**src/rtl/rs_enc_255_239.sv**
```systemverilog
// Systematic RS(255,239) encoder over GF(2^8) (poly 0x11D), generator roots alpha^1..alpha^16.
// Message symbols pass straight through; the 16-symbol LFSR remainder follows as parity.
module rs_enc_255_239 #(
  parameter int MSG_LEN = 239,
  parameter int PAR_LEN = 16
) (
  input  logic       clk,
  input  logic       clrn,
  input  logic       clear,
  input  logic       in_valid,
  output logic       in_ready,
  input  logic [7:0] in_data,
  output logic       out_valid,
  input  logic       out_ready,
  output logic [7:0] out_data,
  output logic       out_sop,
  output logic       out_eop,
  output logic       out_par
);

  if (PAR_LEN != 16) begin : g_bad_par_len
    $error("rs_enc_255_239: PAR_LEN must be 16");
  end
  if (MSG_LEN < 1 || MSG_LEN > 239) begin : g_bad_msg_len
    $error("rs_enc_255_239: MSG_LEN must be in 1..239");
  end

  function automatic logic [7:0] xtime(input logic [7:0] a);
    return {a[6:0], 1'b0} ^ (a[7] ? 8'h1D : 8'h00);
  endfunction

  // With one operand constant this reduces to a fixed XOR network.
  function automatic logic [7:0] gf_mul(input logic [7:0] a, input logic [7:0] b);
    logic [7:0] r;
    logic [7:0] aa;
    r  = 8'h00;
    aa = a;
    for (int i = 0; i < 8; i++) begin
      if (b[i]) r = r ^ aa;
      aa = xtime(aa);
    end
    return r;
  endfunction

  // g0..g15 packed low to high; the monic x^16 term is implicit.
  function automatic logic [127:0] gen_poly();
    logic [135:0] g;
    logic [7:0]   root;
    g       = '0;
    g[7:0]  = 8'h01;
    root    = 8'h01;
    for (int i = 1; i <= 16; i++) begin
      root = xtime(root);
      for (int k = 16; k >= 1; k--)
        g[8*k +: 8] = g[8*(k-1) +: 8] ^ gf_mul(root, g[8*k +: 8]);
      g[7:0] = gf_mul(root, g[7:0]);
    end
    return g[127:0];
  endfunction

  localparam logic [127:0] G_COEF = gen_poly();

  // state   | meaning
  // ST_MSG  | accepting message symbols, LFSR absorbs each one
  // ST_PAR  | shifting the 16 parity symbols out, input blocked
  typedef enum logic {ST_MSG = 1'b0, ST_PAR = 1'b1} state_t;

  state_t     state_q;
  logic [7:0] sym_cnt_q;
  logic [3:0] par_cnt_q;
  logic [7:0] p_q [16];
  logic [7:0] p_d [16];
  logic [7:0] fb;
  logic       out_valid_q, out_sop_q, out_eop_q, out_par_q;
  logic [7:0] out_data_q;
  logic       stage_free;
  logic       accept;

  assign stage_free = !out_valid_q || out_ready;
  assign in_ready   = (state_q == ST_MSG) && stage_free;
  assign accept     = in_valid && in_ready;

  assign out_valid = out_valid_q;
  assign out_data  = out_data_q;
  assign out_sop   = out_sop_q;
  assign out_eop   = out_eop_q;
  assign out_par   = out_par_q;

  always_comb begin
    fb     = in_data ^ p_q[15];
    p_d[0] = gf_mul(G_COEF[7:0], fb);
    for (int i = 1; i < 16; i++)
      p_d[i] = p_q[i-1] ^ gf_mul(G_COEF[8*i +: 8], fb);
  end

  always_ff @(posedge clk or negedge clrn) begin
    if (!clrn) begin
      state_q     <= ST_MSG;
      sym_cnt_q   <= '0;
      par_cnt_q   <= '0;
      for (int i = 0; i < 16; i++) p_q[i] <= '0;
      out_valid_q <= 1'b0;
      out_data_q  <= '0;
      out_sop_q   <= 1'b0;
      out_eop_q   <= 1'b0;
      out_par_q   <= 1'b0;
    end else if (clear) begin
      state_q     <= ST_MSG;
      sym_cnt_q   <= '0;
      par_cnt_q   <= '0;
      for (int i = 0; i < 16; i++) p_q[i] <= '0;
      out_valid_q <= 1'b0;
      out_data_q  <= '0;
      out_sop_q   <= 1'b0;
      out_eop_q   <= 1'b0;
      out_par_q   <= 1'b0;
    end else begin
      case (state_q)
        ST_MSG: begin
          if (accept) begin
            out_data_q  <= in_data;
            out_valid_q <= 1'b1;
            out_par_q   <= 1'b0;
            out_sop_q   <= (sym_cnt_q == 8'd0);
            out_eop_q   <= 1'b0;
            for (int i = 0; i < 16; i++) p_q[i] <= p_d[i];
            if (sym_cnt_q == 8'(MSG_LEN - 1)) begin
              state_q   <= ST_PAR;
              sym_cnt_q <= '0;
              par_cnt_q <= '0;
            end else begin
              sym_cnt_q <= sym_cnt_q + 8'd1;
            end
          end else if (out_ready) begin
            out_valid_q <= 1'b0;
          end
        end
        ST_PAR: begin
          // A stalled output stage freezes the LFSR along with the data.
          if (stage_free) begin
            out_data_q  <= p_q[15];
            out_valid_q <= 1'b1;
            out_par_q   <= 1'b1;
            out_sop_q   <= 1'b0;
            out_eop_q   <= (par_cnt_q == 4'd15);
            p_q[0]      <= '0;
            for (int i = 1; i < 16; i++) p_q[i] <= p_q[i-1];
            par_cnt_q   <= par_cnt_q + 4'd1;
            if (par_cnt_q == 4'd15) state_q <= ST_MSG;
          end
        end
      endcase
    end
  end

endmodule
```
**config.mk**
```make
export PLATFORM = sky130hd
export DESIGN_NAME = rs_enc_255_239
export DESIGN_NICKNAME = d
export VERILOG_FILES = /design/src/rtl/rs_enc_255_239.sv
export SDC_FILE = /design/constraint.sdc
export NUM_CORES = 1
export LEC_CHECK = 0
export CAP_MARGIN = 10
export CORE_UTILIZATION = 48
export DETAILED_ROUTE_END_ITERATION = 10
export DONT_BUFFER_PORTS = 1
export GPL_TIMING_DRIVEN = 0
export PLACE_DENSITY = 0.7
export SLEW_MARGIN = 25
export SYNTH_ARGS = -nofsm -noshare
export SYNTH_HDL_FRONTEND = slang
export SYNTH_SLANG_ARGS = --single-unit
```
**constraint.sdc**
```tcl
create_clock -name clk -period 3 [get_ports clk]
set_input_delay 0.6 -clock clk [delete_from_list [all_inputs] [get_ports clk]]
set_output_delay 0.6 -clock clk [all_outputs]
set_load 0.01 [all_outputs]
```
==> impl_metrics.toml <==
[floorplanning]
num_io_pins = 26
rows = 49
start_util_pct = 49.6
dieArea_sq_mm = 0.0194
die_h_microns = 139
coreArea_sq_mm = 0.0182
dieWidth_microns = 139

[synth]
yosys.area.top_type = "dfrtp_1"
ys_types = 42
yosys_warnings = 0
netlist_area_sq_mm = 0.00904
ys_ff_latch = 153
synth_top_area_share_pct = 42.4
synth_nets = 923
syn_inst = 906
synth.area.top_cells = "dfrtp_1 42%, xnor2_1 17%, nand2_1 6.6%"
postSynthAreaPerCell_sq_um = 9.98
synth_seq_area_share_pct = 42.4

[clock_network]
cts.sinks = 153
h-tree-depth = 4
cts_made_buffers = 17
cts_tree = "built"
worstSkewPairLatency_ns = 0.44
cts_buffer_depth = 2
cts_setup_buffers = 0
clk_pin_slew_ns = 0.07
cts_root_buf = "clkbuf_16"

[place]
place.gp.congestion = 0.869
dpl.cell_count = 1135
portBuffers = 0
hpwl_microns = 16400

[layout]
multi_input_area_sq_mm = 0.00498
instances_no_fill = 1167
nets = 942
num_antenna_cells = 0
fill_cells = 1590
mostFrequentLayoutCells = "172 x xnor2_1, 159 x nand2_1, 153 x dfrtp_1"
regArea_sq_mm = 0.00383
drive_above_1_share_pct = 7.89
layout_commonest_cell = "xnor2_1"
area_growth_pct = 9.59

[global_routing]
grt_usage_pct = 25.4
grt_max_degree = 154
grt_overflow_total = 0
grt_pass1_vias = 6401
grt_pass1_wl_microns = 36700
antenna_found_initial = 0

[timing]
rsz0062_at_grt = "false"
final-max-slew-violation-count = 0
fmax_mhz = 356
worst_pin_slew_ns = 0.801
hold_viol_final = 153
final-setup-viol-count = 0
period_share_pct = 93.7
fin_hold_ws_ns = -0.144
period_minus_slack_ns = 2.81
fin_setup_tns_ns = 0
fin_worst_skew_ns = 0.00887
slew-limit-headroom_pct = 46.6

[drt]
drtIter0Drc = 543
wirelength_microns = 23100
ant_nets = 0
wl_per_cell_microns = 19.8
viasPerCell = 5.52
drc = 4
firstDrtPassIters = 8
vias = 6438

[min_path]
hold_class = "input pin to async pin"

[critical_path]
cp_slowest_cell = "nor2_1"
critPathMaxFanout = 10
critPathTopFamily = "XOR/XNOR gates"
required_ns = 3.30
endpoint_kind = "flop"
critical_path.most_common_cell = "xnor2_1"
crit_chain = "xor2_1, buf_2, xnor3_1, xnor2_1, nor2_1, xnor2_1, o21ai_0"
path_buf_inv = 1
critPathArrivalTime_ns = 3.11
start_kind = "flop"
slowest_delay_ns = 0.55
worstSetupPathType = "flop to flop"

[status]
violations = "design-rule violations, negative hold slack"
status = "complete, but fails checks"

[flow_run]
max_cap_viol_count = 0
==> area by class of cell <==
cell class / count / share of cell area, %
plain buffers: 51 / 2.26
clock buffers: 17 / 4.29
clock inverters: 15 / 1.45
inverters: 5 / 0.189
multi-input cells: 697 / 50.3
flip-flops and latches: 153 / 38.6
well taps: 229 / 2.89
==> path summary, 6_finish.rpt <==
path	startpoint	endpoint	slack, ns	depth (start not counted)
setup / recovery	p_q[7]	p_q[59]	0.19	7
hold / removal	clrn	out_data[3]	-0.14	0
setup reg to reg	p_q[7]	p_q[59]	0.19	7
hold reg to reg	p_q[64]	p_q[64]	0.50	2
max in group asynchronous	clrn	p_q[79]	2.83	0
min in group clk	in_data[0]	out_data[0]	0.32	2
==> metal layers <==
metal	wire length [microns]	part of all wire [%]	vias up	global-route usage [%]
met1	10200	44	3213	34.4
met5	0	0	-	0
met2	11000	48	178	39.6
met4	743	3.2	0	10.8
met3	1120	4.9	47	5.23
li1	-	-	3000	-
==> cell families after synthesis <==
kind of cell / share of synthesized area, %
multiplexers: 0.235
flip-flops: 42.4
AND/OR/NAND/NOR: 13.2
AO/OA/AOI/OAI: 8.90
buffers and inverters: 2.67
XOR/XNOR: 32.0
adder cells (fa/ha/maj): 0.554
==> Yosys cell counts <==
cell and n:
xnor3_1 26, xnor2_2 16, a21o_1 1, inv_1 4, nand3_1 3, o21ai_0 108, o31ai_1 2, nand2_1 159
xor2_1 14, nor2b_1 1, buf_2 4, a31oi_1 1, dfrtp_1 153, nand4b_1 2, clkbuf_1 39, xnor2_1 172
clkinv_1 1, ha_1 4, nand4_1 4, or3b_2 1, a211oi_1 1, nor3_1 7, buf_4 1, buf_6 3
a22oi_1 7, o211ai_1 6, nand2b_1 2, xnor2_4 11, xnor3_2 2, xor3_1 3, a21oi_1 2, buf_1 4
a22o_1 2, nor2_1 106, or4_1 6, mux2i_1 1, mux2_2 1, or3_1 2, nor4_1 1, and2_1 3
o21ai_1 19, o21a_1 1
==> metrics by stage <==
| stage | setup WS [ns] | instance area (sq um) | util [%] |
|---|---|---|---|
| global route | 0.0796 | 9910 | 54.4 |
| finish | 0.190 | 9910 | 54.4 |
| detailed placement | 0.0962 | 9340 | 51.3 |
| global placement | 0.165 | 9330 | 51.2 |
| CTS | 0.231 | 9910 | 54.4 |
| floorplan | 0.467 | 9040 | - |
==> timing repair <==
item | in CTS | in global routing
hold endpoints to repair | 153 | 153
setup endpoints to repair | 0 | 2
resized for setup | 0 | 2
==> flip-flops by register name, summed over array words and instances, names as in the netlist <==
signal     cells
out_data       8
out_eop        1
out_par        1
out_sop        1
out_valid      1
p_q          128
par_cnt_q      4
state_q        1
sym_cnt_q      8
Power is not shown: default switching activity piles up to over one toggle a cycle in this logic, so the estimate is an artifact.
